===== src/rtl/psum_pkg.sv =====
// psum_pkg: shared sizes, the ofmap FIFO entry type and the psum post-processing
// function used by psum_drain.
//   PSUM_WIDTH     : width of the signed partial sum coming out of a PE column
//   OUT_WIDTH      : width of the signed ofmap element written to memory
//   ofmap_entry_t  : one buffered result (saturated data plus row-last marker)
//   sat_shift_relu : arithmetic shift, optional ReLU, saturation to OUT_WIDTH
package psum_pkg;

  localparam int PSUM_WIDTH = 10;
  localparam int OUT_WIDTH  = 8;

  typedef struct packed {
    logic signed [OUT_WIDTH-1:0] data;
    logic                        last;
  } ofmap_entry_t;

  // Saturation bounds expressed at psum width so the compare stays signed.
  localparam logic signed [PSUM_WIDTH-1:0] SAT_MAX =
    PSUM_WIDTH'((1 << (OUT_WIDTH - 1)) - 1);
  localparam logic signed [PSUM_WIDTH-1:0] SAT_MIN =
    PSUM_WIDTH'(-(1 << (OUT_WIDTH - 1)));

  // Floor shift (>>> on a signed value), then ReLU, then clamp to OUT_WIDTH.
  function automatic logic signed [OUT_WIDTH-1:0] sat_shift_relu(
    input logic signed [PSUM_WIDTH-1:0] psum,
    input int unsigned                  shift,
    input logic                         relu
  );
    logic signed [PSUM_WIDTH-1:0] s;
    s = psum >>> shift;
    if (relu && (s < 0)) begin
      s = '0;
    end
    if (s > SAT_MAX) begin
      s = SAT_MAX;
    end else if (s < SAT_MIN) begin
      s = SAT_MIN;
    end
    return $signed(s[OUT_WIDTH-1:0]);
  endfunction

endpackage


===== src/rtl/psum_fifo.sv =====
// psum_fifo: synchronous FIFO of ofmap_entry_t with registered storage.
//   clk, rst_n : clock, synchronous active-low reset
//   clear_i    : synchronous flush, same effect as reset, highest priority
//   push_i     : write entry_i; accepted when not full or when popping this cycle
//   entry_i    : entry to write
//   pop_i      : remove head entry (ignored when empty)
//   head_o     : head entry, all-zero when empty
//   full_o     : count == DEPTH
//   empty_o    : count == 0
//   count_o    : occupancy 0..DEPTH
module psum_fifo
  import psum_pkg::*;
#(
  parameter int DEPTH = 4
) (
  input  logic                     clk,
  input  logic                     rst_n,
  input  logic                     clear_i,
  input  logic                     push_i,
  input  ofmap_entry_t             entry_i,
  input  logic                     pop_i,
  output ofmap_entry_t             head_o,
  output logic                     full_o,
  output logic                     empty_o,
  output logic [$clog2(DEPTH):0]   count_o
);

  localparam int AW      = $clog2(DEPTH);
  localparam int COUNT_W = AW + 1;

  ofmap_entry_t       mem_q [DEPTH];
  ofmap_entry_t       mem_d [DEPTH];
  logic [AW-1:0]      wr_ptr_q, wr_ptr_d;
  logic [AW-1:0]      rd_ptr_q, rd_ptr_d;
  logic [COUNT_W-1:0] count_q, count_d;

  logic do_push;
  logic do_pop;

  assign empty_o = (count_q == '0);
  assign full_o  = (count_q == COUNT_W'(DEPTH));
  assign count_o = count_q;

  assign do_pop  = pop_i && !empty_o;
  // A full FIFO still accepts a write when the head leaves in the same cycle.
  assign do_push = push_i && (!full_o || do_pop);

  always_comb begin
    mem_d    = mem_q;
    wr_ptr_d = wr_ptr_q;
    rd_ptr_d = rd_ptr_q;
    count_d  = count_q;

    if (do_push) begin
      mem_d[wr_ptr_q] = entry_i;
      wr_ptr_d        = wr_ptr_q + 1'b1;
    end
    if (do_pop) begin
      rd_ptr_d = rd_ptr_q + 1'b1;
    end

    if (do_push && !do_pop) begin
      count_d = count_q + 1'b1;
    end else if (!do_push && do_pop) begin
      count_d = count_q - 1'b1;
    end

    if (clear_i) begin
      wr_ptr_d = '0;
      rd_ptr_d = '0;
      count_d  = '0;
    end
  end

  // Storage needs no reset: it is only observed through head_o while non-empty.
  always_ff @(posedge clk) begin
    mem_q <= mem_d;
  end

  always_ff @(posedge clk) begin
    if (!rst_n) begin
      wr_ptr_q <= '0;
      rd_ptr_q <= '0;
      count_q  <= '0;
    end else begin
      wr_ptr_q <= wr_ptr_d;
      rd_ptr_q <= rd_ptr_d;
      count_q  <= count_d;
    end
  end

  always_comb begin
    head_o = '0;
    if (!empty_o) begin
      head_o = mem_q[rd_ptr_q];
    end
  end

endmodule


===== src/rtl/psum_drain.sv =====
// psum_drain: consumer of a PE column's final partial sums. Each psum is
// shifted, optionally ReLU'd and saturated into a stage register, then queued
// in a small FIFO and streamed out over ready/valid with a per-row last flag.
// The PE cannot be stalled, so results that find the FIFO full are dropped and
// a sticky overflow flag is raised.
//   clk, rst_n     : clock, synchronous active-low reset
//   psum_i         : signed psum from PE
//   psum_valid_i   : psum_i valid this cycle
//   relu_en_i      : clamp negatives to 0, sampled with psum_valid_i
//   clear_i        : synchronous flush of stage, FIFO, column counter, overflow
//   ofmap_o        : signed result at FIFO head (0 when empty)
//   ofmap_valid_o  : FIFO non-empty
//   ofmap_ready_i  : consumer accepts head when valid & ready
//   ofmap_last_o   : head element is last of its row (0 when empty)
//   overflow_o     : sticky, at least one result dropped
//   count_o        : FIFO occupancy
module psum_drain #(
  parameter int PSUM_WIDTH = 10,
  parameter int OUT_WIDTH  = 8,
  parameter int SHIFT      = 0,
  parameter int DEPTH      = 4,
  parameter int ROW_LEN    = 4
) (
  input  logic                         clk,
  input  logic                         rst_n,
  input  logic signed [PSUM_WIDTH-1:0] psum_i,
  input  logic                         psum_valid_i,
  input  logic                         relu_en_i,
  input  logic                         clear_i,
  output logic signed [OUT_WIDTH-1:0]  ofmap_o,
  output logic                         ofmap_valid_o,
  input  logic                         ofmap_ready_i,
  output logic                         ofmap_last_o,
  output logic                         overflow_o,
  output logic [$clog2(DEPTH):0]       count_o
);

  import psum_pkg::*;

  localparam int            CW       = (ROW_LEN > 1) ? $clog2(ROW_LEN) : 1;
  localparam logic [CW-1:0] COL_LAST = CW'(ROW_LEN - 1);

  logic          stage_valid_q, stage_valid_d;
  ofmap_entry_t  stage_entry_q, stage_entry_d;
  logic [CW-1:0] col_q, col_d;
  logic          overflow_q, overflow_d;

  ofmap_entry_t  head;
  logic          fifo_full;
  logic          fifo_empty;
  logic          pop;
  logic          drop;

  assign pop  = !fifo_empty && ofmap_ready_i;
  // Mirrors the FIFO's own acceptance rule so the drop is seen the same cycle.
  assign drop = stage_valid_q && fifo_full && !pop;

  always_comb begin
    stage_valid_d = psum_valid_i;
    stage_entry_d = stage_entry_q;
    col_d         = col_q;
    overflow_d    = overflow_q || drop;

    // The column counter advances on every capture, including ones dropped
    // later, so row alignment survives overflow.
    if (psum_valid_i) begin
      stage_entry_d.data = sat_shift_relu(psum_i, SHIFT, relu_en_i);
      stage_entry_d.last = (col_q == COL_LAST);
      col_d              = (col_q == COL_LAST) ? '0 : col_q + 1'b1;
    end

    if (clear_i) begin
      stage_valid_d = 1'b0;
      stage_entry_d = '0;
      col_d         = '0;
      overflow_d    = 1'b0;
    end
  end

  always_ff @(posedge clk) begin
    if (!rst_n) begin
      stage_valid_q <= 1'b0;
      stage_entry_q <= '0;
      col_q         <= '0;
      overflow_q    <= 1'b0;
    end else begin
      stage_valid_q <= stage_valid_d;
      stage_entry_q <= stage_entry_d;
      col_q         <= col_d;
      overflow_q    <= overflow_d;
    end
  end

  psum_fifo #(
    .DEPTH (DEPTH)
  ) u_fifo (
    .clk     (clk),
    .rst_n   (rst_n),
    .clear_i (clear_i),
    .push_i  (stage_valid_q),
    .entry_i (stage_entry_q),
    .pop_i   (pop),
    .head_o  (head),
    .full_o  (fifo_full),
    .empty_o (fifo_empty),
    .count_o (count_o)
  );

  assign ofmap_o       = head.data;
  assign ofmap_last_o  = head.last;
  assign ofmap_valid_o = !fifo_empty;
  assign overflow_o    = overflow_q;

endmodule


===== config.mk =====
export PLATFORM = sky130hd
export DESIGN_NAME = psum_drain
export DESIGN_NICKNAME = d
export VERILOG_FILES = /design/src/rtl/psum_pkg.sv /design/src/rtl/psum_fifo.sv /design/src/rtl/psum_drain.sv
export SDC_FILE = /design/constraint.sdc
export NUM_CORES = 1
export LEC_CHECK = 0
export BUFFER_PORTS_ARGS = -buffer_cell sky130_fd_sc_hd__buf_2
export CORE_ASPECT_RATIO = 1.25
export CORE_MARGIN = 3
export CORE_UTILIZATION = 25
export CTS_BUF_LIST = sky130_fd_sc_hd__clkbuf_4
export DETAILED_ROUTE_END_ITERATION = 16
export SLEW_MARGIN = 20
export SYNTH_ARGS = -nofsm -noshare
export SYNTH_HDL_FRONTEND = slang
export SYNTH_SLANG_ARGS = --single-unit

===== constraint.sdc =====
create_clock -name clk -period 6.25 [get_ports clk]
set_input_delay 0.625 -clock clk [delete_from_list [all_inputs] [get_ports clk]]
set_output_delay 0.625 -clock clk [all_outputs]
set_load 0.05 [all_outputs]

==> results of run 1 <==
==> layer usage <==
layer	GRT usage	up-vias	share of wire	wire (um)
met5	0	-	0	0
met4	0.0297	0	0.018	68
met3	0.0185	6	0.035	136
met2	0.135	24	0.51	1950
met1	0.0921	595	0.44	1680
li1	-	631	-	-
==> through the flow <==
stage | worst slack [ns] | util | cell area, um^2 | power [W]
final | 3.49 | 0.301 | 2660 | 0.000651
after detailed placement | 3.67 | 0.292 | 2580 | 0.000473
after global routing | 3.33 | 0.301 | 2660 | 0.000684
after floorplan | 3.79 | - | 2320 | 0.000455
after CTS | 3.45 | 0.301 | 2660 | 0.000660
after global placement | 3.74 | 0.292 | 2580 | 0.000472
==> sequential cells by signal, summed over array words and instances (netlist names) <==
signal / cells
u_fifo.rd_ptr_q: 2
col_q: 2
u_fifo.count_o: 3
stage_entry_q: 9
overflow_o: 1
u_fifo.mem_q: 36
u_fifo.wr_ptr_q: 2
stage_valid_q: 1
==> path summary, 6_finish.rpt <==
kind	cells after the start	from	slack, ns	endpoint
setup reg to reg	8	u_fifo.count_o[0]	3.88	u_fifo.count_o[2]
setup / recovery	3	u_fifo.rd_ptr_q[0]	3.49	ofmap_o[5]
hold / removal	2	overflow_o	0.50	overflow_o
hold reg to reg	2	overflow_o	0.50	overflow_o
==> synthesized netlist by cell type <==
cell type and number:
a21boi_0 7, a21oi_1 5, and2_1 4, buf_1 1, buf_2 3, buf_6 2, clkbuf_1 1, dfxtp_1 20
edfxtp_1 36, fa_1 1, ha_1 6, inv_1 4, inv_2 1, mux2i_1 4, mux4_2 9, nand2_1 4
nand2b_1 1, nand3b_1 2, nand4b_1 1, nor2_1 9, nor2b_1 11, nor3_1 1, nor3b_1 1, nor4b_4 1
o21ai_0 2, o21ai_1 1, o221a_1 3, o221a_2 4, o31ai_1 1, o31ai_2 1, or3_1 2, xor2_1 3
==> power by group through the flow <==
stage	registers (W)	logic (W)	clock network [W]
after CTS	0.000405	0.0000602	0.000195
final	0.000404	0.0000590	0.000188
after global placement	0.000412	0.0000598	0
after floorplan	0.000413	0.0000416	0
after detailed placement	0.000413	0.0000601	0
after global routing	0.000406	0.0000652	0.000213
==> cell type report <==
type / count / area, um^2
multi-input cells: 84 / 777
clock inverters: 3 / 42.5
well taps: 120 / 150
inverters: 5 / 18.8
clock buffers: 5 / 37.5
repair buffers: 30 / 153
fillers: 923 / 6180
flip-flops and latches: 56 / 1480
==> cells by family (layout without fill, tap and decap cells) <==
logic type | Yosys count | after routing | share of synthesized area
adder cells (fa/ha/maj) | 7 | 7 | 0.0409
XOR/XNOR | 3 | 3 | 0.0113
buffers and inverters | 12 | 43 | 0.0275
flip-flops | 56 | 56 | 0.638
AO/OA/AOI/OAI | 24 | 24 | 0.0824
AND/OR/NAND/NOR | 37 | 37 | 0.0954
multiplexers | 13 | 13 | 0.105
==> cell usage in the layout, fill, tap and decap left out, types with 5 or more instances in the layout <==
cell type  netlist  final
edfxtp_1        36     36
buf_2            3     29
dfxtp_1         20     20
nor2b_1         11     11
mux4_2           9      9
nor2_1           9      9
a21boi_0         7      7
ha_1             6      6
a21oi_1          5      5
clkbuf_4         0      5
==> worst reg2reg max path, stage by stage (launching register included) <==
cell,delay [ns]
dfxtp_1,0.52
nor4b_4,0.09
nor2b_1,0.39
ha_1,0.27
inv_1,0.06
fa_1,0.37
xor2_1,0.16
or3_1,0.31
a21oi_1,0.14
==> run_results.csv, run 1 <==
group,metric,value,unit
outcome,status,"finished clean",
job,drv_cap,0,
setup_path,cp_top_family,"flip-flops",
floorplanning,rows,38,
yosys,postSynthAreaPerCell,15.3,um^2
yosys,synth_warnings,0,
grt,grt.overflow.total,0,
finish,final_layout_size_suffix_gt1_frac,0.290,
power_and_ir_drop,cellPowerDensity,245,nW/um^2
power_and_ir_drop,clock_power_share,0.288,
clocking,cts_root_buf,"clkbuf_4",
setup_path,critPathMaxFanout,11,
yosys,synth_area_leader_cell,"edfxtp_1",
power_and_ir_drop,swShare,0.228,
power_and_ir_drop,power_frac_seq,0.621,
grt,antenna_found_initial,0,
setup_path,criticalPathCategory,"flop to output pin",
floorplanning,core-area,8840,um^2
setup_path,required,5.62,ns
setup_path,cp.arrival,2.13,ns
grt,grt_pass1_vias,1253,
placed_design,hpwl,2.81,mm
timing,finalSetupTns,0,ns
routing,post-route-drc-count,0,
yosys,synth.top_cell.area_share,0.466,
min_path,holdCritPathClass,"flop to flop",
clocking,numCtsBuffers,5,
timing,tightestPinTransition,0.772,ns
timing,slew_violations,0,
timing,slew_headroom,0.485,
finish,area_growth,14.5,%
yosys,syn_nets,175,
timing,finalCriticalPeriod,2.76,ns
floorplanning,start_util,0.263,
yosys,synth_cells,152,
clocking,cts_tree,"done",
yosys,synth-seq-cells,56,
power_and_ir_drop,p_int,0.000503,W
yosys,ys_top_cells_by_area,"edfxtp_1, dfxtp_1, mux4_2",
clocking,clk_pin_slew,0.14,ns
timing,skew,0.0101,ns
routing,dr.pass1.iters,4,
routing,drtIter0Drc,88,
setup_path,critPathBufInv,1,
routing,ant_nets,0,
floorplanning,die_x,92.2,um
power_and_ir_drop,p_leak,0.955,nW
setup_path,crit_slowest_cell,"dfxtp_1",
timing,hold_viol,0,
timing,finalSetupViolations,0,
power_and_ir_drop,peakVddDrop,0.0000834,V
clocking,cts_max_level,2,
setup_path,crit_path_max_incr_delay,0.81,ns
timing,max_freq,0.363,GHz
placed_design,gp_congestion,0.712,
finish,diodes,0,
floorplanning,die-area,10500,um^2
yosys,synth.yosys.seq_area_share,0.638,
grt,grt_start_max_net_pins,18,
setup_path,start_kind,"flop",
clocking,post_cts_resized,0,
routing,detail_route.vias_per_cell,4.15,
clocking,cts_buffer_depth,2,
finish,finalNetCount,205,
placed_design,placed_cells,295,
timing,grt_setup_unrepaired,"no",
setup_path,endpoint_kind,"output pin",
routing,vias,1256,
clocking,insertion_delay,0.37,ns
yosys,synth.distinct_cells,32,
yosys,synth_area,2320,um^2
placed_design,portBuffers,29,
clocking,hold_buffers,0,
clocking,postCtsSetupBuffers,0,
floorplanning,ios,30,
power_and_ir_drop,combPwrFrac,0.091,
power_and_ir_drop,p_switching,0.000149,W
routing,drt_wl_total,3.84,mm
timing,min_period_over_period,0.441,
grt,grt_pass1_wl,6.24,mm
setup_path,path_cells,"mux4_2 > nor2b_1 > buf_2",
timing,hold-worst-slack,0.503,ns
grt,grt_use_total,0.0772,
routing,wl_per_cell,12.7,um
floorplanning,die_height,114,um
finish,final_cells,303,
clocking,cts.sinks,56,
Power figures use the tool's default switching activity.
==> inputs of run 2 (changes only) <==
==> constraint.sdc (replaced) <==
create_clock -name clk -period 2.85 [get_ports clk]
set_input_delay 0.285 -clock clk [delete_from_list [all_inputs] [get_ports clk]]
set_output_delay 0.285 -clock clk [all_outputs]
set_load 0.05 [all_outputs]
==> run 2 against run 1 <==
Effect of this change: hold slack got worse by 0.29 ns; cell area fell by 0.42%; critical path depth increased by 5; sequential share of layout area grew 0.24 points; register-to-register slack worse by 3.4 ns; total power increased by 110%; clock skew is 0.0024 ns higher; global-route usage rose by 0.17 points; wire length is 2.3% higher; clock power rose by 80%; sequential power increased by 120%; largest cell class unchanged.
==> run_results.csv, run 2 (synthesis gave the netlist of run 1 again) <==
group,metric,value,unit
setup_path,criticalPathCategory,"flop to flop",
timing,min_period_over_period,0.840,
routing,drt_wl_total,3.92,mm
timing,hold_viol,0,
placed_design,gp_congestion,0.733,
min_path,hold_depth,3,
clocking,cts_tree,"done",
timing,finalCriticalPeriod,2.39,ns
finish,fillers,929,
placed_design,placed_area,2590,um^2
floorplanning,die-area,10500,um^2
grt,grt_use_total,0.0789,
clocking,clk_pin_slew,0.14,ns
min_path,min_delay_worst_endpoint,"stage_entry_q[8]",
setup_path,start_kind,"flop",
placed_design,hpwl,2.88,mm
finish,layout_commonest_cell,"edfxtp_1",
floorplanning,die_height,114,um
finish,diodes,0,
timing,finalSetupViolations,0,
floorplanning,ios,30,
finish,final_cell_area,2650,um^2
power_and_ir_drop,total_power,0.00136,W
timing,slew_headroom,0.513,
timing,finalSetupTns,0,ns
timing,max_freq,0.418,GHz
finish,final_layout_size_suffix_gt1_frac,0.299,
finish,final_cell_mix,"edfxtp_1, buf_2, dfxtp_1",
outcome,status,"finished clean",
setup_path,rrSetupSlack,0.46,ns
timing,slew_violations,0,
routing,dr.pass1.iters,5,
timing,skew,0.0124,ns
finish,regMostFlops,"u_fifo.mem_q",
timing,grt_setup_unrepaired,"no",
power_and_ir_drop,peakVddDrop,0.000175,V
floorplanning,rows,38,
finish,largest_register_ffs,36,
routing,vias,1242,
grt,grt_pass1_vias,1281,
grt,grt_start_max_net_pins,18,
clocking,insertion_delay,0.36,ns
clocking,postCtsSetupBuffers,0,
setup_path,required,3.14,ns
routing,detail_route.vias_per_cell,4.09,
clocking,cts_buffer_depth,2,
floorplanning,start_util,0.263,
clocking,cts.sinks,56,
routing,ant_nets,0,
setup_path,r2r_start,"u_fifo.count_o[0]",
setup_path,reg2reg_to,"u_fifo.count_o[2]",
finish,finalNetCount,206,
job,drv_cap,0,
setup_path,endpoint_kind,"flop",
min_path,min_from,"relu_en_i",
grt,antenna_found_initial,0,
power_and_ir_drop,cellPowerDensity,512,nW/um^2
timing,tightestPinTransition,0.729,ns
placed_design,portBuffers,29,
floorplanning,core-area,8840,um^2
finish,area_growth,14.1,%
clocking,post_cts_resized,0,
floorplanning,die_x,92.2,um
min_path,holdCritPathClass,"input pin to flop",
clocking,hold_buffers,0,
setup_path,cp.arrival,2.68,ns
clocking,numCtsBuffers,5,
setup_path,rr_worst_depth,8,
power_and_ir_drop,p_leak,0.949,nW
grt,grt.overflow.total,0,
grt,grt_pass1_wl,6.44,mm
routing,wl_per_cell,12.9,um
clocking,cts_max_level,2,
routing,drtIter0Drc,101,
clocking,cts_root_buf,"clkbuf_4",
routing,post-route-drc-count,0,
finish,utilization,0.300,
setup_path,critPathMaxFanout,7,
run 2: worst max-delay path by stage:
stage / from / endpoint / slack, ns
after CTS: u_fifo.rd_ptr_q[0] / ofmap_o[2] / 0.41
final: u_fifo.count_o[0] / u_fifo.count_o[2] / 0.46
after floorplan: u_fifo.count_o[0] / u_fifo.count_o[2] / 0.48
after global routing: u_fifo.count_o[0] / u_fifo.count_o[2] / 0.28
after detailed placement: u_fifo.count_o[0] / u_fifo.count_o[2] / 0.49
after global placement: u_fifo.count_o[0] / u_fifo.count_o[2] / 0.56
run 2: power breakdown:
group	internal, W	leakage, nW	switching (W)
Sequential	0.000872	0.495	0.0000149
Combinational	0.0000471	0.422	0.0000831
Clock	0.000108	0.0319	0.000230
run 2: per-stage QoR:
stage / std cells / worst slack (ns) / hold slack, ns
final: 304 / 0.457 / 0.216
after floorplan: 152 / 0.477 / 0.436
after global placement: 296 / 0.564 / 0.477
after detailed placement: 296 / 0.493 / 0.470
after CTS: 304 / 0.415 / 0.200
after global routing: 304 / 0.277 / 0.229
run 2: critical path, cell delays in order (launching register included):
cell	delay [ns]
dfxtp_1	0.53
nor4b_4	0.10
nor2b_1	0.41
ha_1	0.28
inv_1	0.06
fa_1	0.37
xor2_1	0.16
or3_1	0.30
a21oi_1	0.13
run 2: cell type report:
cell class,count,area [um^2],share of cell area
Sequential cell,56,1480,0.559
Multi-Input combinational cell,84,777,0.293
Timing Repair Buffer,31,160,0.0605
Tap cell,120,150,0.0567
Clock buffer,6,45.0,0.0170
Inverter,5,18.8,0.00709
Clock inverter,2,16.3,0.00614
run 2: routing by layer:
metal  vias to the layer above  global-route usage  part of all wire  wire length, um
li1                        630                   -                 -                -
met1                       583              0.0945              0.45             1760
met2                        23               0.134              0.50             1960
met3                         6              0.0198             0.039              153
met4                         0              0.0357             0.014               54
met5                         -                   0                 0                0
